==> config.mk <==
export PLATFORM = sky130hd
export DESIGN_NAME = phy_link_nlane_flat
export DESIGN_NICKNAME = d
export VERILOG_FILES = /design/src/rtl/phy_link_nlane_pkg.sv /design/src/rtl/phy_link_nlane_if.sv /design/src/rtl/phy_lane_rx.sv /design/src/rtl/phy_link_nlane.sv /design/src/flat_wrapper.sv
export SDC_FILE = /design/constraint.sdc
export NUM_CORES = 1
export LEC_CHECK = 0
export ABC_AREA = 1
export BUFFER_PORTS_ARGS = -buffer_cell sky130_fd_sc_hd__clkbuf_2
export CAP_MARGIN = 0
export CORE_UTILIZATION = 61
export DETAILED_ROUTE_END_ITERATION = 8
export GPL_TIMING_DRIVEN = 0
export PLACE_DENSITY = 0.88
export SLEW_MARGIN = 5
export SYNTH_ARGS = -nofsm -noshare
export SYNTH_HDL_FRONTEND = slang
export SYNTH_SLANG_ARGS = --single-unit
==> constraint.sdc <==
create_clock -name clk_32f -period 4.3 [get_ports clk_32f]
set_clock_uncertainty 0.1 [all_clocks]
set_input_delay 0.215 -clock clk_32f [delete_from_list [all_inputs] [get_ports clk_32f]]
set_output_delay 0.215 -clock clk_32f [all_outputs]
set_load 0.01 [all_outputs]
==> src/rtl/phy_link_nlane_pkg.sv <==
// Shared line symbols, FSM state codes and the debug view for the N-lane PHY link.
// Build option PHY_LINK_ERR_CNT_EN (see phy_link_nlane.sv) adds an idle-error counter port.
package phy_link_nlane_pkg;

    localparam logic [7:0] COM = 8'hBC;
    localparam logic [7:0] STP = 8'hFB;

    localparam logic [1:0] TX_IDLE = 2'd0;
    localparam logic [1:0] TX_STP  = 2'd1;
    localparam logic [1:0] TX_DATA = 2'd2;

    localparam logic [1:0] RX_SEARCH = 2'd0;
    localparam logic [1:0] RX_IDLE   = 2'd1;
    localparam logic [1:0] RX_DATA   = 2'd2;

    typedef struct packed {
        logic [1:0] tx_state;
        logic [1:0] rx_state;
        logic [2:0] bit_cnt;
    } dbg_t;

endpackage

==> src/rtl/phy_link_nlane_if.sv <==
// Parallel-side bundle between the link layer (master) and the PHY (slave).
// Handshake: a word transfers on each clk_32f edge where valid_in && ready_out; data_in holds while valid_in waits.
interface phy_link_nlane_if #(
    parameter int DATA_W = 32
) ();
    logic [DATA_W-1:0] data_in;
    logic              valid_in;
    logic              ready_out;
    logic [DATA_W-1:0] data_out;
    logic              valid_out;
    logic              locked;

    modport master (output data_in, valid_in, input ready_out, data_out, valid_out, locked);
    modport slave  (input data_in, valid_in, output ready_out, data_out, valid_out, locked);
endinterface

==> src/rtl/phy_lane_rx.sv <==
// One RX lane: MSB-first shift register, byte-boundary COM/STP flags and payload slot capture.
module phy_lane_rx
    import phy_link_nlane_pkg::*;
#(
    parameter int BPL = 2
) (
    input  logic             clk,
    input  logic             rst_n,
    input  logic             serial_in,
    input  logic             capture,
    output logic             is_com,
    output logic             is_stp,
    output logic [BPL*8-1:0] lane_word
);
    logic [6:0] shreg;
    logic [7:0] byte_now;

    // byte_now includes the bit arriving this cycle, so decisions land on the boundary edge
    assign byte_now = {shreg, serial_in};
    assign is_com   = (byte_now == COM);
    assign is_stp   = (byte_now == STP);

    always_ff @(posedge clk or negedge rst_n) begin
        if (!rst_n) shreg <= '0;
        else        shreg <= byte_now[6:0];
    end

    if (BPL == 1) begin : g_one
        assign lane_word = byte_now;
    end else begin : g_multi
        logic [(BPL-1)*8-1:0] slots;
        assign lane_word = {slots, byte_now};
        always_ff @(posedge clk or negedge rst_n) begin
            if (!rst_n)       slots <= '0;
            else if (capture) slots <= lane_word[(BPL-1)*8-1:0];
        end
    end

endmodule

==> src/rtl/phy_link_nlane.sv <==
// N-lane PHY link: TX stripes words byte-wise across lanes behind an STP byte, RX aligns on COM and reassembles.
// Define PHY_LINK_ERR_CNT_EN to add err_cnt, a saturating count of bad idle-boundary bytes.
module phy_link_nlane
    import phy_link_nlane_pkg::*;
#(
    parameter int DATA_W    = 32,
    parameter int LANES     = 2,
    parameter int LOCK_LOSS = 4
) (
    input  logic             clk_32f,
    input  logic             reset,
    phy_link_nlane_if.slave  link,
    output logic [LANES-1:0] serial_out,
    input  logic [LANES-1:0] serial_in,
    output dbg_t             dbg
`ifdef PHY_LINK_ERR_CNT_EN
    ,
    output logic [7:0]       err_cnt
`endif
);
    localparam int BPL  = DATA_W / (8 * LANES);
    localparam int SW   = (BPL > 1) ? $clog2(BPL) : 1;
    localparam int BADW = $clog2(LOCK_LOSS + 1);

    if (LANES < 1 || (DATA_W % (8 * LANES)) != 0 || LOCK_LOSS < 1) begin : g_bad_cfg
        $error("phy_link_nlane: DATA_W must be a multiple of 8*LANES");
    end

    // ---------------- TX ----------------
    logic [2:0]        bit_cnt;
    logic [1:0]        tx_state, tx_nstate;
    logic [SW-1:0]     tx_slot, tx_nslot;
    logic              tx_pend, tx_last, accept;
    logic [DATA_W-1:0] tx_word;

    assign tx_last        = (tx_state == TX_DATA) && (tx_slot == SW'(BPL - 1));
    assign link.ready_out = (bit_cnt == 3'd7) && ((tx_state == TX_IDLE) || tx_last);
    assign accept         = link.valid_in && link.ready_out;

    // What gets loaded at the next bit_cnt==0 wrap
    always_comb begin
        tx_nstate = tx_state;
        tx_nslot  = tx_slot;
        if (tx_pend) begin
            tx_nstate = TX_STP;
        end else if (tx_state == TX_STP) begin
            tx_nstate = TX_DATA;
            tx_nslot  = '0;
        end else if (tx_state == TX_DATA && !tx_last) begin
            tx_nslot = tx_slot + SW'(1);
        end else begin
            tx_nstate = TX_IDLE;
        end
    end

    always_ff @(posedge clk_32f or negedge reset) begin
        if (!reset) begin
            bit_cnt  <= '0;
            tx_state <= TX_IDLE;
            tx_slot  <= '0;
            tx_pend  <= 1'b0;
            tx_word  <= '0;
        end else begin
            bit_cnt <= bit_cnt + 3'd1;
            if (accept) begin
                tx_pend <= 1'b1;
                tx_word <= link.data_in;
            end else if (bit_cnt == 3'd0) begin
                tx_pend  <= 1'b0;
                tx_state <= tx_nstate;
                tx_slot  <= tx_nslot;
                // top LANES bytes always hold the slot about to be sent
                if (tx_nstate == TX_DATA) tx_word <= tx_word << (8 * LANES);
            end
        end
    end

    for (genvar l = 0; l < LANES; l++) begin : g_tx_lane
        logic [7:0] tx_sh;
        assign serial_out[l] = tx_sh[7];
        always_ff @(posedge clk_32f or negedge reset) begin
            if (!reset)                tx_sh <= '0;
            else if (bit_cnt == 3'd0)  tx_sh <= (tx_nstate == TX_STP)  ? STP :
                                                (tx_nstate == TX_DATA) ? tx_word[DATA_W-1-8*l -: 8] : COM;
            else                       tx_sh <= {tx_sh[6:0], 1'b0};
        end
    end

    // ---------------- RX ----------------
    logic [LANES-1:0]            is_com, is_stp;
    logic [LANES-1:0][BPL*8-1:0] lane_word;
    logic [DATA_W-1:0]           rx_word, data_q;
    logic [2:0]                  rx_cnt;
    logic [1:0]                  rx_state;
    logic [SW-1:0]               rx_slot;
    logic [BADW-1:0]             bad_cnt;
    logic                        all_com, all_stp, boundary, capture, idle_bad, valid_q, locked_q;

    assign all_com  = &is_com;
    assign all_stp  = &is_stp;
    assign boundary = (rx_cnt == 3'd7);
    assign capture  = (rx_state == RX_DATA) && boundary;
    assign idle_bad = (rx_state == RX_IDLE) && boundary && !all_stp && !all_com;

    for (genvar l = 0; l < LANES; l++) begin : g_rx_lane
        phy_lane_rx #(.BPL(BPL)) u_lane (
            .clk       (clk_32f),
            .rst_n     (reset),
            .serial_in (serial_in[l]),
            .capture   (capture),
            .is_com    (is_com[l]),
            .is_stp    (is_stp[l]),
            .lane_word (lane_word[l])
        );
    end

    for (genvar k = 0; k < DATA_W / 8; k++) begin : g_unstripe
        assign rx_word[DATA_W-1-8*k -: 8] = lane_word[k % LANES][(BPL-1-k/LANES)*8 +: 8];
    end

    always_ff @(posedge clk_32f or negedge reset) begin
        if (!reset) begin
            rx_state <= RX_SEARCH;
            rx_cnt   <= '0;
            rx_slot  <= '0;
            bad_cnt  <= '0;
            locked_q <= 1'b0;
            valid_q  <= 1'b0;
            data_q   <= '0;
        end else begin
            valid_q <= 1'b0;
            rx_cnt  <= rx_cnt + 3'd1;
            case (rx_state)
                RX_SEARCH: if (all_com) begin
                    rx_state <= RX_IDLE;
                    rx_cnt   <= '0;
                    bad_cnt  <= '0;
                    locked_q <= 1'b1;
                end
                RX_IDLE: begin
                    if (boundary && all_stp) begin
                        rx_state <= RX_DATA;
                        rx_slot  <= '0;
                    end else if (boundary && all_com) begin
                        bad_cnt <= '0;
                    end else if (idle_bad) begin
                        if (bad_cnt == BADW'(LOCK_LOSS - 1)) begin
                            rx_state <= RX_SEARCH;
                            locked_q <= 1'b0;
                            bad_cnt  <= '0;
                        end else begin
                            bad_cnt <= bad_cnt + BADW'(1);
                        end
                    end
                end
                RX_DATA: if (boundary) begin
                    if (rx_slot == SW'(BPL - 1)) begin
                        data_q   <= rx_word;
                        valid_q  <= 1'b1;
                        rx_state <= RX_IDLE;
                    end else begin
                        rx_slot <= rx_slot + SW'(1);
                    end
                end
                default: rx_state <= RX_SEARCH;
            endcase
        end
    end

    assign link.data_out  = data_q;
    assign link.valid_out = valid_q;
    assign link.locked    = locked_q;
    assign dbg            = {tx_state, rx_state, bit_cnt};

`ifdef PHY_LINK_ERR_CNT_EN
    always_ff @(posedge clk_32f or negedge reset) begin
        if (!reset)                          err_cnt <= '0;
        else if (idle_bad && err_cnt != 8'hFF) err_cnt <= err_cnt + 8'd1;
    end
`endif

endmodule

==> src/flat_wrapper.sv <==
// flat-port wrapper written by rule: the top's interface ports become plain ports
module phy_link_nlane_flat import phy_link_nlane_pkg::*;
#(
    parameter int DATA_W    = 32,
    parameter int LANES     = 2,
    parameter int LOCK_LOSS = 4
)
  (clk_32f, reset, serial_out, serial_in, dbg, link_data_in, link_valid_in, link_ready_out, link_data_out, link_valid_out, link_locked);
  phy_link_nlane_if #(.DATA_W(DATA_W)) link_i ();
  input  logic clk_32f;
  input  logic reset;
  output logic [LANES-1:0] serial_out;
  input  logic [LANES-1:0] serial_in;
  output dbg_t dbg;
  input wire logic [$bits(link_i.data_in)-1:0] link_data_in;
  input wire logic [$bits(link_i.valid_in)-1:0] link_valid_in;
  output wire logic [$bits(link_i.ready_out)-1:0] link_ready_out;
  output wire logic [$bits(link_i.data_out)-1:0] link_data_out;
  output wire logic [$bits(link_i.valid_out)-1:0] link_valid_out;
  output wire logic [$bits(link_i.locked)-1:0] link_locked;
  assign link_i.data_in = link_data_in;
  assign link_i.valid_in = link_valid_in;
  assign link_ready_out = link_i.ready_out;
  assign link_data_out = link_i.data_out;
  assign link_valid_out = link_i.valid_out;
  assign link_locked = link_i.locked;
  phy_link_nlane #(.DATA_W(DATA_W), .LANES(LANES), .LOCK_LOSS(LOCK_LOSS)) u_core (.clk_32f(clk_32f), .reset(reset), .link(link_i), .serial_out(serial_out), .serial_in(serial_in), .dbg(dbg));
endmodule
======== After elaboration in Yosys (flattened, before gate mapping) ========
Cells that the tools add are included.
Widths: inputs -> output; s select.
storage, ports and cells
  flip-flop bits (word level) ............. 128
  output and inout bits ................... 44
  word-level logic and storage cells ...... 127
operators by class
  add/subtract/negate cells ............... 5
  eq/ne operators ......................... 25
  multiplexer cells ....................... 45
  bitwise logic cells ..................... 2
  reduce and logical (&&, ||, !) cells .... 32
operator list
  operator             count
  $mux 32              3
  $mux 8               6
  $eq 8x8->1 const B   4
  $mux 3               7
  $mux 2               10
  $mux 1               15
  $reduce_and 6->1     2
  $logic_and 1x1->1    10
  $reduce_bool 2->1    5
  $add 3x1->3 const B  3
  $ne 2x1->1 const B   4
  $ne 2x2->1 const B   4
  $reduce_and 2->1     4
  $reduce_and 4->1     2
  $eq 2x1->1 const B   3
  $eq 2x2->1 const B   3
  $eq 3x3->1 const B   2
  $ne 3x2->1 const B   2
  $ne 3x3->1 const B   2
  $pmux 2 s3           1
  $pmux 3 s2           1
  $reduce_and 3->1     2
  $logic_not 2->1      2
  $pmux 1 s2           2
  other kinds (6)      10

======== Longest topological paths before layout ========
  depth after elaboration ................. 11
  mapped depth ............................ 11
  depth with buffers taken out ............ 11

======== By module ========
Synthesis repeated with hierarchy kept, for this count alone.
second synthesis, totals
  cells, all modules ...................... 614
  area total of the unflattened synthesis .. 5,302.6 um^2
by module, submodules not included
  module          times used  cells each  area each (um^2)
  phy_link_nlane  1           498         4,186.5
  phy_lane_rx     2           58          558.0

======== Worst setup path after synthesis ========
Ideal clock, no wire load.
  path type ............................... flip-flop to flip-flop
  start point ............................. register u_core.bit_cnt[0]
  end point ............................... register u_core.tx_word[22]
  library setup time ...................... 0.119 ns
  data arrival time ....................... 1.462 ns
  setup slack ............................. 2.618 ns
  cell stages (with the launch flop) ...... 10
  buffers on the path ..................... 2
  path through ............................ dfrtp_1 > ha_1 > ha_1 > and2_1 > buf_6 > nand2_8 > nand2_8 > buf_6 > nor2_1 > nor2_1
on the way
  cells in the longest elaborated chain, start to end .. 5
  elaborated cells between the ends (all ways) .. 8
RTL lines
  item                                RTL line              RTL
  start: declaration                  phy_link_nlane.sv:30  logic [2:0] bit_cnt;
  start signal: assignment            phy_link_nlane.sv:64  bit_cnt <= bit_cnt + 3'd1;
  $eq 3x3->1                          phy_link_nlane.sv:37  assign link.ready_out = (bit_cnt == 3'd7) && ((tx_state == TX_IDLE) || tx_last);
  $logic_and 1x1->1                   phy_link_nlane.sv:37
  $logic_and 1x1->1                   phy_link_nlane.sv:38  assign accept = link.valid_in && link.ready_out;
  $reduce_bool 2->1 (no source line)  n/a
  $reduce_and 2->1 (no source line)   n/a
  end signal: assignment              phy_link_nlane.sv:67  tx_word <= link.data_in;
  end signal: assignment              phy_link_nlane.sv:73  if (tx_nstate == TX_DATA) tx_word <= tx_word << (8 * LANES);
  end: declaration                    phy_link_nlane.sv:34  logic [DATA_W-1:0] tx_word;
Parallel ways exist; a longest one is shown, timed or not.
A chain may end at the register's enable or synchronous reset.

======== Final worst setup path ========
  start point ............................. register u_core.bit_cnt[0]
  end point ............................... output link_ready_out
on the way
  cells in the longest elaborated chain, start to end .. 2
RTL lines
  item               RTL line              RTL
  $eq 3x3->1         phy_link_nlane.sv:37
  $logic_and 1x1->1  phy_link_nlane.sv:37
  end: declaration   flat_wrapper.sv:17    output wire logic [$bits(link_i.ready_out)-1:0] link_ready_out;
Every way passes these cells.

==> impl_metrics.toml <==
[grt]
met3_usage = 0.0741
grt_start_max_net_pins = 104
first_global_vias = 4967
grt.overflow.total = 0
initial_antenna_violation_count = 0
met1_track_usage_gr = 0.420
grt_pass1_wl_um = 24800
total_global_routing_track_utilization = 0.383
grt_util_met2 = 0.661
gr-max-usage-layer = "met2"

[cts]
clk_pin_slew_worst_paths_ns = 0.06
clk_sinks = 128
cts.root.buffer_cell = "sky130_fd_sc_hd__clkbuf_8"
cts_setup_buffers = 0
clock_tree_from_tritoncts = "built"
cts-buffers-inserted = 17
clockBufferDepth = 2
htree_levels = 4
clk-insertion-delay-late_ns = 0.53

[route]
vias = 4822
totalWireLength_um = 15500
vias_per_instance = 5.95
post-route-drc-count = 0
drtIter0Drc = 455
avgRoutedWirePerCell_um = 19.2
drt_pass1_iterations = 5
drt.antenna.violating_nets = 0

[yosys]
ys_warn_count = 0
syn-num-nets = 595
number_of_storage_elements_in_the_synthesis_netlist = 128
synth_area_per_cell_um2 = 9.50
ys_types = 29
post_synth_inst_count = 552
synth_area_mm2 = 0.00524
portion_of_the_post_synthesis_area_used_by_sequential_elements = 0.611

[flow_run]
max_cap_violations = 0

[final_layout]
mostFrequentLayoutCells = "sky130_fd_sc_hd__nand2_1, sky130_fd_sc_hd__dfrtp_1, sky130_fd_sc_hd__clkbuf_2, sky130_fd_sc_hd__inv_1, sky130_fd_sc_hd__nor2_1"
storage_element_area_mm2 = 0.00320
final.fill_count = 425
antenna-diode-count = 0
layoutNonFillerInstCount = 810
layout_commonest_cell = "sky130_fd_sc_hd__nand2_1"
layout-drive-gt1-share = 0.216
num-nets-final = 735
multiInputGateArea_mm2 = 0.00165
layout-area-overhead-vs-synth_pct = 31.4

[worst_setup_path]
worst_ep_required_time_ns = 3.98
cp.arrival_ns = 2.04
setup.worst_path.start_class = "flip-flop"
worstSetupPathType = "reg -> out"
worstSetupEndpointType = "output port"
path_max_fanout = 10

[timing]
final-max-slew-violation-count = 0
finalSetupViolCount = 0
period_needed_ns = 2.35
final.period_utilization = 0.547
setup_tns_ns = 0
achievable-frequency_mhz = 425
tightest_slew_ns = 0.502
timing.final.hold_violations = 0
slew-limit-headroom = 0.665
grt_setup_unrepaired = "no"

[die]
die_width_um = 94.7
placementRows = 33
start_util = 0.635
core_region_area_mm2 = 0.00826
die_y_um = 94.7
die_area_mm2 = 0.00897
floorplan.io_pins = 81

[run_status]
status = "finished, final reports clean"

[pwr]
ir_worst_vdd_v = 0.000436
power.static_leakage_nw = 3.45
power_density_mw_per_mm2 = 496

[placement]
dp_hpwl_um = 7710
port_buffers = 79
dpl.cell_count = 737
place.gp.congestion = 0.824

[min_path]
hold_class = "in -> async"
-- worst paths after layout --
kind,from,end,slack [ns],cells after the start
max in group asynchronous,reset,u_core.rx_state[0],3.32,3
hold / removal,reset,u_core.link.data_out[31],0.03,2
hold reg to reg,u_core.g_rx_lane[1].u_lane.shreg[1],u_core.g_rx_lane[1].u_lane.shreg[2],0.35,0
min in group clk_32f,link_valid_in,u_core.tx_word[19],0.11,4
setup / recovery,u_core.bit_cnt[0],link_ready_out,1.95,6
setup reg to reg,u_core.rx_cnt[0],u_core.g_rx_lane[0].u_lane.g_multi.slots[4],2.13,6
-- Yosys cell counts --
| cell | number | share of area |
|---|---|---|
| sky130_fd_sc_hd__nand4_1 | 12 | 0.014 |
| sky130_fd_sc_hd__buf_4 | 2 | 0.0029 |
| sky130_fd_sc_hd__o22ai_1 | 26 | 0.031 |
| sky130_fd_sc_hd__nor2_2 | 3 | 0.0036 |
| sky130_fd_sc_hd__o21ai_2 | 10 | 0.017 |
| sky130_fd_sc_hd__nand3_1 | 23 | 0.022 |
| sky130_fd_sc_hd__o21ai_1 | 13 | 0.012 |
| sky130_fd_sc_hd__nor2_1 | 47 | 0.034 |
| sky130_fd_sc_hd__clkinv_1 | 1 | 0.00072 |
| sky130_fd_sc_hd__nor2_4 | 1 | 0.0021 |
| sky130_fd_sc_hd__nand2_1 | 152 | 0.11 |
| sky130_fd_sc_hd__dfrtp_1 | 128 | 0.61 |
| sky130_fd_sc_hd__buf_2 | 7 | 0.0067 |
| sky130_fd_sc_hd__and2_1 | 1 | 0.0012 |
| sky130_fd_sc_hd__nand2_2 | 1 | 0.0012 |
| sky130_fd_sc_hd__nand2_8 | 2 | 0.0076 |
| sky130_fd_sc_hd__a21oi_1 | 10 | 0.0095 |
| sky130_fd_sc_hd__nand2_4 | 1 | 0.0021 |
| sky130_fd_sc_hd__buf_6 | 8 | 0.017 |
| sky130_fd_sc_hd__nor3_1 | 3 | 0.0029 |
| sky130_fd_sc_hd__nand3_2 | 1 | 0.0019 |
| sky130_fd_sc_hd__inv_1 | 58 | 0.042 |
| sky130_fd_sc_hd__ha_1 | 6 | 0.014 |
| sky130_fd_sc_hd__a21oi_2 | 1 | 0.0017 |
| sky130_fd_sc_hd__clkbuf_1 | 4 | 0.0029 |
| sky130_fd_sc_hd__inv_2 | 3 | 0.0021 |
| sky130_fd_sc_hd__a21boi_0 | 1 | 0.0014 |
| sky130_fd_sc_hd__o21ai_0 | 26 | 0.025 |
| sky130_fd_sc_hd__o211ai_1 | 1 | 0.0014 |
-- per-layer routing --
layer | vias up | wire [um]
li1 | 2059 | -
met1 | 2333 | 5400
met2 | 335 | 8090
met3 | 95 | 1040
met4 | 0 | 1000
met5 | - | 0
-- power by group --
part	leakage (nW)	internal (mW)	switching, mW	total (mW)
combinational	1.59	0.137	0.237	0.374
sequential	1.54	1.32	0.0838	1.40
clock	0.317	1.09	0.552	1.64
total	3.45	2.55	0.873	3.42
-- stage by stage --
step	power, mW	instance area (um2)	setup WS (ns)	hold WS, ns	utilization
after global placement	1.69	5770	1.10	0.313	0.698
after detailed placement	1.72	5800	2.38	0.0103	0.703
after global routing	3.52	6890	1.91	0.0524	0.834
after floorplan	1.59	5240	2.62	-0.181	-
after CTS	3.38	6890	2.00	0.0206	0.834
final	3.42	6890	1.95	0.0281	0.834
-- registers in the layout, summed over array words and instances (netlist names), 2 cells and up --
| signal | count |
|---|---|
| u_core.bad_cnt | 3 |
| u_core.bit_cnt | 3 |
| u_core.g_rx_lane.u_lane.g_multi.slots | 16 |
| u_core.g_rx_lane.u_lane.shreg | 14 |
| u_core.g_tx_lane.tx_sh | 16 |
| u_core.link.data_out | 32 |
| u_core.rx_cnt | 3 |
| u_core.rx_state | 2 |
| u_core.tx_state | 2 |
| u_core.tx_word | 32 |
-- final cells by class --
| class | count | area share |
|---|---|---|
| sequential | 128 | 0.465 |
| multi-input combinational | 341 | 0.240 |
| timing repair buffer | 121 | 0.122 |
| clock buffer | 19 | 0.0641 |
| clock inverter | 13 | 0.0338 |
| inverter | 62 | 0.0338 |
| buffer | 21 | 0.0225 |
| tap | 105 | 0.0191 |
-- kinds of logic (layout without fill, tap and decap cells) --
group / count (synthesis) / after routing / synth area share
buf+inv: 83 / 236 / 0.0740
flops: 128 / 128 / 0.611
fa+ha+maj: 6 / 6 / 0.0143
simple gates: 247 / 247 / 0.201
compound gates: 88 / 88 / 0.0991
-- worst max-delay path, stage by stage (launching register included) --
cell,delay (ns)
sky130_fd_sc_hd__dfrtp_1,0.39
sky130_fd_sc_hd__ha_1,0.21
sky130_fd_sc_hd__ha_1,0.23
sky130_fd_sc_hd__and2_1,0.19
sky130_fd_sc_hd__buf_6,0.15
sky130_fd_sc_hd__buf_2,0.19
sky130_fd_sc_hd__clkbuf_2,0.15
-- what timing repair did --
action | in CTS | in global routing
hold endpoints to repair | 165 | 0
hold buffers | 41 | 0
gates resized for setup | 0 | 0
Note: power is estimated with default switching activity, not from simulation.
